`src/rtl/dac_serial_tx.sv`:
```
// Serial transmitter for a 16-bit-frame DAC: 4 control bits followed by a
// 12-bit sample, MSB first. Each frame is framed by an active-low chip select
// and followed by an active-low ldac pulse that loads the DAC output.
module dac_serial_tx #(
  parameter logic [3:0] CTRL_BITS  = 4'b0000,
  parameter int         LDAC_WIDTH = 2
) (
  input  logic        dacSerialClock,
  input  logic        reset,
  input  logic [11:0] sampleIn,
  input  logic        sampleValid,
  input  logic        syncDAC,
  output logic        dacDataIn,
  output logic        dacCsN,
  output logic        ldac,
  output logic        busy,
  output logic        syncMissed
);

  typedef enum logic [1:0] {
    IDLE  = 2'd0,
    SHIFT = 2'd1,
    LOAD  = 2'd2
  } state_t;

  localparam logic [2:0] LDAC_W3 = 3'(LDAC_WIDTH);

  state_t      r_state;
  logic [11:0] r_holding;
  logic [15:0] r_shift;
  logic [3:0]  r_bit_cnt;
  logic [2:0]  r_ldac_cnt;
  logic        r_data;
  logic        r_cs_n;
  logic        r_ldac;
  logic        r_busy;
  logic        r_missed;

  state_t      w_state_nxt;
  logic [11:0] w_holding_nxt;
  logic [15:0] w_shift_nxt;
  logic [3:0]  w_bit_cnt_nxt;
  logic [2:0]  w_ldac_cnt_nxt;
  logic        w_data_nxt;
  logic        w_cs_n_nxt;
  logic        w_ldac_nxt;
  logic        w_busy_nxt;
  logic        w_missed_nxt;

  logic [11:0] w_sample;
  logic [15:0] w_frame;
  logic        w_ldac_done;
  logic        w_start;

  // A sample strobed on the same edge as the frame start wins over the old holding value.
  assign w_sample    = sampleValid ? sampleIn : r_holding;
  assign w_frame     = {CTRL_BITS, w_sample};
  assign w_ldac_done = (r_state == LOAD) && (r_ldac_cnt == LDAC_W3);
  // The last ldac cycle doubles as an idle slot, so a frame period of
  // 16+LDAC_WIDTH cycles is sustainable without a missed sync.
  assign w_start     = syncDAC && ((r_state == IDLE) || w_ldac_done);

  // Next-state and next-output logic for the frame sequencer.
  always_comb begin
    w_state_nxt    = r_state;
    w_holding_nxt  = sampleValid ? sampleIn : r_holding;
    w_shift_nxt    = r_shift;
    w_bit_cnt_nxt  = r_bit_cnt;
    w_ldac_cnt_nxt = r_ldac_cnt;
    w_data_nxt     = r_data;
    w_cs_n_nxt     = r_cs_n;
    w_ldac_nxt     = r_ldac;
    w_busy_nxt     = r_busy;
    w_missed_nxt   = r_missed;

    if (w_start) begin
      // Bit 15 goes straight to the pin; the rest waits in the shift register.
      w_state_nxt    = SHIFT;
      w_shift_nxt    = {w_frame[14:0], 1'b0};
      w_data_nxt     = w_frame[15];
      w_bit_cnt_nxt  = 4'd0;
      w_ldac_cnt_nxt = 3'd0;
      w_cs_n_nxt     = 1'b0;
      w_ldac_nxt     = 1'b1;
      w_busy_nxt     = 1'b1;
    end else begin
      case (r_state)
        IDLE: begin
          w_cs_n_nxt = 1'b1;
          w_data_nxt = 1'b0;
          w_ldac_nxt = 1'b1;
          w_busy_nxt = 1'b0;
        end
        SHIFT: begin
          if (syncDAC) begin
            w_missed_nxt = 1'b1;
          end else begin
            w_missed_nxt = r_missed;
          end
          if (r_bit_cnt == 4'd15) begin
            w_state_nxt    = LOAD;
            w_cs_n_nxt     = 1'b0 | 1'b1;
            w_data_nxt     = 1'b0;
            w_ldac_nxt     = 1'b0;
            w_ldac_cnt_nxt = 3'd1;
            w_bit_cnt_nxt  = 4'd0;
            w_shift_nxt    = 16'h0000;
          end else begin
            w_data_nxt    = r_shift[15];
            w_shift_nxt   = {r_shift[14:0], 1'b0};
            w_bit_cnt_nxt = r_bit_cnt + 4'd1;
          end
        end
        LOAD: begin
          if (w_ldac_done) begin
            w_state_nxt    = IDLE;
            w_ldac_nxt     = 1'b1;
            w_busy_nxt     = 1'b0;
            w_ldac_cnt_nxt = 3'd0;
          end else begin
            w_ldac_cnt_nxt = r_ldac_cnt + 3'd1;
            if (syncDAC) begin
              w_missed_nxt = 1'b1;
            end else begin
              w_missed_nxt = r_missed;
            end
          end
        end
        default: begin
          w_state_nxt = IDLE;
          w_cs_n_nxt  = 1'b1;
          w_data_nxt  = 1'b0;
          w_ldac_nxt  = 1'b1;
          w_busy_nxt  = 1'b0;
        end
      endcase
    end
  end

  // State and output registers; reset aborts any frame without an ldac pulse.
  always_ff @(posedge dacSerialClock or posedge reset) begin
    if (reset) begin
      r_state    <= IDLE;
      r_holding  <= 12'h000;
      r_shift    <= 16'h0000;
      r_bit_cnt  <= 4'd0;
      r_ldac_cnt <= 3'd0;
      r_data     <= 1'b0;
      r_cs_n     <= 1'b1;
      r_ldac     <= 1'b1;
      r_busy     <= 1'b0;
      r_missed   <= 1'b0;
    end else begin
      r_state    <= w_state_nxt;
      r_holding  <= w_holding_nxt;
      r_shift    <= w_shift_nxt;
      r_bit_cnt  <= w_bit_cnt_nxt;
      r_ldac_cnt <= w_ldac_cnt_nxt;
      r_data     <= w_data_nxt;
      r_cs_n     <= w_cs_n_nxt;
      r_ldac     <= w_ldac_nxt;
      r_busy     <= w_busy_nxt;
      r_missed   <= w_missed_nxt;
    end
  end

  assign dacDataIn  = r_data;
  assign dacCsN     = r_cs_n;
  assign ldac       = r_ldac;
  assign busy       = r_busy;
  assign syncMissed = r_missed;

endmodule

```
`config.mk`:
```
export PLATFORM = sky130hd
export DESIGN_NAME = dac_serial_tx
export DESIGN_NICKNAME = d
export VERILOG_FILES = /design/src/rtl/dac_serial_tx.sv
export SDC_FILE = /design/constraint.sdc
export NUM_CORES = 1
export LEC_CHECK = 0
export ABC_AREA = 1
export CAP_MARGIN = 20
export CORE_MARGIN = 5
export CORE_UTILIZATION = 25
export DETAILED_ROUTE_END_ITERATION = 10
export DONT_BUFFER_PORTS = 1
export GPL_TIMING_DRIVEN = 0
export PLACE_DENSITY = 0.46
export SYNTH_ARGS = -nofsm -noshare
export SYNTH_HDL_FRONTEND = slang
export SYNTH_SLANG_ARGS = --single-unit
```
`constraint.sdc`:
```
create_clock -name dacSerialClock -period 1.6 [get_ports dacSerialClock]
set_clock_uncertainty 0.1 [all_clocks]
set_input_delay 0.32 -clock dacSerialClock [delete_from_list [all_inputs] [get_ports dacSerialClock]]
set_output_delay 0.32 -clock dacSerialClock [all_outputs]
set_load 0.1 [all_outputs]
```
=== After elaboration in Yosys (flattened, before gate mapping) ===
Cells that the tools add are included.

* Logic and storage cells: 67
* Bits of input ports: 16
* Register bits: 42
* Output and inout bits: 5

* Mux-type cells: 31
* Equality and inequality tests: 10
* Bitwise gates (word level): 1
* Reductions and logical operators: 13
* $add $sub $neg: 2

{| class="wikitable"
|+ Operators with widths
! cell !! number
|-
| $mux W16 || 3
|-
| $mux W12 || 1
|-
| $mux W4 || 3
|-
| $mux W1 || 11
|-
| $pmux W1 S2 || 5
|-
| $mux W3 || 3
|-
| $ne A2 B2 Y1 const B || 4
|-
| $reduce_and A2 Y1 || 4
|-
| $mux W2 || 3
|-
| $ne A3 B3 Y1 const B || 2
|-
| $pmux W2 S3 || 1
|-
| $pmux W3 S2 || 1
|-
| $reduce_and A3 Y1 || 2
|-
| $add A4 B1 Y4 const B || 1
|-
| $eq A4 B4 Y1 const B || 1
|-
| $reduce_bool A2 Y1 || 2
|-
| $add A3 B1 Y3 const B || 1
|-
| $eq A3 B2 Y1 const B || 1
|-
| $reduce_bool A3 Y1 || 1
|-
| $eq A2 B1 Y1 const B || 1
|-
| $eq A2 B2 Y1 const B || 1
|-
| $logic_and A1 B1 Y1 || 2
|-
| $logic_not A2 Y1 || 1
|-
| $logic_or A1 B1 Y1 || 1
|-
| $not A1 Y1 || 1
|}

=== Depth between registers and ports, before layout ===
Gate-level depths: netlist (run 1).

* Depth after elaboration: 6
* Gate-level depth with buffers: 9
* Depth with buffers taken out: 9

=== Worst setup path before layout (run 1) ===
No wires, ideal clock.

* Path type: register to register
* From: register r_ldac_cnt[0]
* To: register r_shift[10]
* Period minus slack after synthesis: 1345 ps
* Buffers on the path: 1
* Stages on the path, launching flop included: 10
* Setup slack: 255 ps
* Setup time: 124 ps
* Data arrival time: 1121 ps
* Data required time: 1376 ps
* Path through: dfrtp_1 -> inv_1 -> ha_1 -> nand2_2 -> nand2_1 -> nand2_2 -> inv_2 -> buf_6 -> nand2_1 -> nand3_1

* Longest elaborated chain between the ends: 5
* Elaborated cells between the ends (all ways): 6
* Classes of those cells: 1 x eq/ne; 1 x mux; 4 x reduce/logical

{| class="wikitable"
|+ RTL lines
! what !! line !! source
|-
| from (decl) || 32 || <nowiki>logic [2:0] r_ldac_cnt;</nowiki>
|-
| from (signal assigned) || 158 || <nowiki>r_ldac_cnt <= w_ldac_cnt_nxt;</nowiki>
|-
| $eq A3 B2 Y1 * || 58 || <nowiki>assign w_ldac_done = (r_state == LOAD) && (r_ldac_cnt == LDAC_W3);</nowiki>
|-
| $logic_and A1 B1 Y1 * || 58 ||
|-
| $logic_or A1 B1 Y1 * || 61 || <nowiki>assign w_start = syncDAC && ((r_state == IDLE) || w_ldac_done);</nowiki>
|-
| $logic_and A1 B1 Y1 * || 61 ||
|-
| $mux W16 or $reduce_bool A2 Y1 (tied branches) || -- ||
|-
| to (signal assigned) || 156 || <nowiki>r_shift <= w_shift_nxt;</nowiki>
|-
| to (decl) || 30 || <nowiki>logic [15:0] r_shift;</nowiki>
|}

Every way passes the cells marked *; elsewhere a longest branch is shown, timed or not.
A chain may end at the register's enable or synchronous reset.

=== Worst setup path in the final report (run 1) ===
* From: register r_cs_n (netlist: dacCsN)
* To: output dacCsN

{| class="wikitable"
|+ RTL lines
! what !! line !! source
|-
| from (decl) || 34 || <nowiki>logic r_cs_n;</nowiki>
|-
| from (signal assigned) || 160 || <nowiki>r_cs_n <= w_cs_n_nxt;</nowiki>
|-
| to (decl) || 14 || <nowiki>output logic dacCsN,</nowiki>
|}

No word-level cell between the ends.

==> results of run 1 <==
==> per-stage QoR <==
step	hold WS [ps]	cell area, µm²	setup WS (ps)	total power [mW]	TNS [ps]
detailed placement	37.5	1960	47.7	3.00	0
floorplan	341	1820	237	2.71	0
global route	46.1	2100	0.846	3.97	0
global placement	348	1940	-316	2.98	-12250
CTS	43.1	2060	7.09	3.68	0
finish	54.6	2100	34.7	3.68	0
==> logic make-up after synthesis <==
group / count (synthesis)
adders and majority gates: 3
AOI/OAI and AO/OA: 22
and+or+nand+nor: 113
DFF: 41
buffers and inverters: 32
==> worst max path at each step <==
stage                              startpoint                 endpoint  slack, ps  cells past startpoint
finish                     dacCsN$_DFFE_PP1P_                   dacCsN         30                      0
global route               dacCsN$_DFFE_PP1P_                   dacCsN        0.8                      0
CTS                          ldac$_DFFE_PP1P_                     ldac          7                      0
detailed placement  r_ldac_cnt[0]$_DFFE_PP0P_   r_shift[8]$_DFFE_PP0P_         50                      9
global placement                        reset  r_holding[11]$_DFF_PP0_       -320                      1
floorplan                               reset         busy$_DFFE_PP0P_        240                      1
==> layer usage <==
metal | vias up | global-route usage, %
met3 | 2 | 2.21
met2 | 13 | 14.5
met4 | 0 | 2.16
li1 | 695 | -
met1 | 662 | 13.3
met5 | - | 0
==> area by class of cell <==
cell class	count	area (µm²)	share of cell area (%)
sequential	41	1040	49.3
multi-input combinational	138	646	30.7
tap	99	124	5.90
inverter	25	96.3	4.59
clock buffer	6	72.6	3.45
timing repair buffer	6	60.1	2.86
buffer	7	56.3	2.68
clock inverter	2	10.0	0.476
==> power breakdown <==
part,switching [mW],internal [mW]
logic,0.675,0.435
clock network,0.348,0.303
registers,0.535,1.38
==> state kept, by name (all words and copies together), names as in the netlist <==
| signal | flops |
|---|---|
| ldac | 1 |
| busy | 1 |
| r_ldac_cnt | 3 |
| dacDataIn | 1 |
| r_holding | 12 |
| syncMissed | 1 |
| r_shift | 15 |
| r_bit_cnt | 4 |
| dacCsN | 1 |
| r_state | 2 |
==> Yosys cell counts, drive strengths merged <==
cell and number:
or2 1, nand2 69, buf 7, dfrtp 39, dfstp 2, clkinv 1, a21o 1, inv 24
nand4 1, o21ai 19, nor2 7, nand3 35, a21oi 2, ha 3
==> timing repair <==
action | in CTS | in global routing
hold endpoints to repair | 8 | 0
buffers inserted | 0 | 4
pin swaps | 0 | 2
hold buffers | 1 | 0
resized for setup | 3 | 4
endpoints found under the setup margin | 3 | 10
==> results.toml, run 1 <==
[sta]
fmax_mhz = 639
worstMarginPinSlew_ps = 505
relSlewSlack_pct = 66.3
setup_viol = 0
rsz0062_at_grt = "no"
final_hold_viol_count = 0
fin_crit_sh_pct = 97.8
final_max_slew_viol_count = 0
period_needed_ps = 1570

[worst_setup_path]
r2r-start = "r_ldac_cnt[0]$_DFFE_PP0P_"
r2r_setup_slack_ps = 110
crit_arrival_ps = 1150
r2r-end = "r_shift[8]$_DFFE_PP0P_"
worst_setup_path_start_kind = "register"
reg2reg_depth = 9
critical_path_class = "register to primary output"
cp.required_ps = 1180
end_kind = "primary output"
cp_max_fo = 2

[clock_network]
cts.path.max_buffers = 2
cts_buffers = 5
clkTransAtPathRegs_ps = 80
htree_levels = 2
insertion_delay_ps = 280
clkSinkCount = 41
root_buffer = "clkbuf_8"
cts_tree = "yes"

[global_route]
antenna_found_initial = 0
grt_max_degree = 34
grtUsageTotal_pct = 9.37
grt_pass1_wl_um = 6670
first_global_vias = 1374
gr-total-overflow = 0

[detailed_routing]
drt_pre_antenna_iters = 4
drc = 0
maxUsedRoutingLayer = "met4"
avgRoutedWirePerCell_um = 12.0
num_vias = 1372
wl_met2_um = 1850
met1Wirelength_um = 1920
wl_um = 3900
antenna_left = 0
vias_per_cell = 4.23
dr_wl_met3_um = 104
drtIter0Drc = 41

[floorplanning]
start_util_pct = 25.3
dieArea_mm2 = 0.00907
die_y_um = 95.2
core_mm2 = 0.00718
pin_count = 21
num_rows = 31
die_w_um = 95.2

[power_and_ir_drop]
power.leakage_nw = 1.04
powerDensity_mw_per_mm2 = 1750
ir_drop_v = 0.000528

[layout]
fillers = 797
fin_cells = 324
drive_gt1_share_pct = 15.6
antenna_cells = 0
area_growth_pct = 15.6
final_cell_mix = "nand2_1 (65), dfrtp_1 (36), nand3_1 (35)"
num-nets-final = 243
final_common_cell = "nand2_1"
fin_util_pct = 29.3

[yosys]
postSynthAreaPerCell_um2 = 8.61
synth-adder-area-share_pct = 2.07
synthXorXnorAreaFrac_pct = 0
synthDistinctLibCells = 19
synth_top_area_cell = "dfrtp_1"
syn_inst = 211
syn_nets = 230
synth-seq-cells = 41
ys.warnings.count = 0
synth.area.mux_share_pct = 0
synth-simple-area-share_pct = 27.0
synth_area_mm2 = 0.00182
synthTopCellsByArea = "dfrtp_1 (54%), nand2_1 (13%), nand3_1 (9.6%), o21ai_0 (5.2%), inv_1 (4.3%)"
synth_top_family_by_area = "simple AND/OR/NAND/NOR gates"
synth_compound_area_share_pct = 6.20
synth_top_area_share_pct = 53.7
synth_seq_area_share_pct = 56.6

[status]
status = "complete, no violations"

[placement]
routabilityCongestion = 0.796
place_inst = 311
portBuffers = 0
hpwl_um = 2790

[worst_hold_path]
hp-start = "syncDAC"
hold_path_class = "input port to register"
worstHoldPathCells = 1
hold_end = "syncMissed$_DFFE_PP0P_"

[flow_run]
cap_violations = 0
Note: power is estimated with default switching activity, not from simulation.
==> inputs of run 2 (changes only) <==
- CTS_BUF_LIST: default -> sky130_fd_sc_hd__clkbuf_4 sky130_fd_sc_hd__clkbuf_8 sky130_fd_sc_hd__clkbuf_16
- GPL_ROUTABILITY_DRIVEN: default -> 0
==> run 2 against run 1 <==
Against the previous run:
- clock-buffer cell count unchanged
- total power is 0.46% higher
- critical path type unchanged
- utilization increased by 0.052 points
- combinational power barely moved
- largest power group unchanged
- final area rose by 0.18%
- first-iteration DRC count is 2.4% higher
- non-clock buffer count stayed put
- hold slack barely moved
- worst setup slack is essentially flat
- sequential share of layout area is 0.088 points lower
- critical path depth stayed put
- cell count stayed put
==> results.toml, run 2 (same netlist as run 1, synthesis figures left out) <==
[layout]
design_area_mm2 = 0.00210
antenna_cells = 0
largest_register_ffs = 15
fin_util_pct = 29.3
area_growth_pct = 15.8
num-nets-final = 243
final_cell_mix = "nand2_1 (65), dfrtp_1 (36), nand3_1 (35)"
regMostFlops = "r_shift"
top_regs = "r_shift: 15 flops, r_holding: 12 flops, r_bit_cnt: 4 flops"
final_common_cell = "nand2_1"
fillers = 796
drive_gt1_share_pct = 16.0

[detailed_routing]
avgRoutedWirePerCell_um = 12.0
vias_per_cell = 4.23
antenna_left = 0
drt_pre_antenna_iters = 4
drtIter0Drc = 42
wl_um = 3900
drc = 0
num_vias = 1372

[floorplanning]
core_mm2 = 0.00718
die_y_um = 95.2
pin_count = 21
dieArea_mm2 = 0.00907
die_w_um = 95.2
num_rows = 31
start_util_pct = 25.3

[worst_setup_path]
cp_max_fo = 2
cp.required_ps = 1180
critical_path_class = "register to primary output"
crit_cells = 0
worst_setup_path_start_kind = "register"
setup.worst_path.end = "dacCsN"
reg2reg_depth = 9
r2r-end = "r_shift[8]$_DFFE_PP0P_"
crit_arrival_ps = 1150
r2r-start = "r_ldac_cnt[0]$_DFFE_PP0P_"
r2r_setup_slack_ps = 110
end_kind = "primary output"
startpoint = "dacCsN$_DFFE_PP1P_"

[global_route]
grtUsageTotal_pct = 9.37
first_global_vias = 1374
grt_pass1_wl_um = 6670
grt_max_degree = 34
gr-total-overflow = 0
antenna_found_initial = 0

[clock_network]
clkTransAtPathRegs_ps = 80
root_buffer = "clkbuf_8"
cts_tree = "yes"
clkSinkCount = 41
htree_levels = 2
cts_buffers = 5
cts.path.max_buffers = 2
insertion_delay_ps = 280

[status]
status = "complete, no violations"

[sta]
final_max_slew_viol_count = 0
final_hold_viol_count = 0
period_needed_ps = 1570
worstMarginPinSlew_ps = 505
fin_hold_ws_ps = 54.6
relSlewSlack_pct = 66.3
fmax_mhz = 639
fin_crit_sh_pct = 97.8
setup_viol = 0
rsz0062_at_grt = "no"

[worst_hold_path]
hold_path_class = "input port to register"

[placement]
postPlaceCellArea_mm2 = 0.00196
portBuffers = 0
hpwl_um = 2790

[power_and_ir_drop]
power.leakage_nw = 1.04
powerDensity_mw_per_mm2 = 1760
ir_drop_v = 0.000528

[flow_run]
cap_violations = 0
==> run 2: cell counts in the layout (fill, tap and decap cells not counted) <==
Identical to the previous run, type by type.
==> run 2: worst min path at each step <==
stage | from | end | slack (ps) | cells after the start
after global placement | syncDAC | syncMissed$_DFFE_PP0P_ | 350 | 1
after floorplan | syncDAC | syncMissed$_DFFE_PP0P_ | 340 | 1
final | syncDAC | syncMissed$_DFFE_PP0P_ | 50 | 1
after CTS | syncDAC | syncMissed$_DFFE_PP0P_ | 40 | 1
after global routing | syncDAC | syncMissed$_DFFE_PP0P_ | 50 | 1
after detailed placement | reset | syncMissed$_DFFE_PP0P_ | 40 | 1
==> run 2: layer usage <==
metal,track usage (%),wire (µm),vias up
met4,2.16,19,0
met1,13.3,1920,662
li1,-,-,695
met5,0,0,-
met2,14.5,1850,13
met3,2.21,104,2
==> run 2: final cells by class <==
cell class	count	area [µm²]	area share, %
Sequential cell	41	1040	49.2
Buffer	7	56.3	2.68
Clock buffer	6	76.3	3.63
Clock inverter	2	10.0	0.476
Multi-Input combinational cell	138	646	30.7
Inverter	25	96.3	4.58
Timing Repair Buffer	6	60.1	2.85
Tap cell	99	124	5.89
==> run 2: report_power, final <==
part / leakage, nW / switching (mW) / internal (mW)
logic: 0.491 / 0.675 / 0.435
clock network: 0.0484 / 0.348 / 0.320
registers: 0.505 / 0.535 / 1.38
==> run 2: stage by stage <==
stage / worst slack [ps] / instances / setup TNS, ps / total power [mW]
finish: 34.7 / 324 / 0 / 3.70
global route: 1.14 / 324 / 0 / 3.98
CTS: 6.97 / 320 / 0 / 3.70
detailed placement: 47.7 / 311 / 0 / 3.00
global placement: -316 / 310 / -12250 / 2.98
floorplan: 237 / 211 / 0 / 2.71
==> run 2: what timing repair did <==
item / CTS / global route
resized for setup: 3 / 4
setup buffers: 0 / 4
pin swaps: 0 / 2
hold endpoints to repair: 8 / 0
setup endpoints to repair: 3 / 10
gates cloned: 0 / 0
hold buffers: 1 / 0
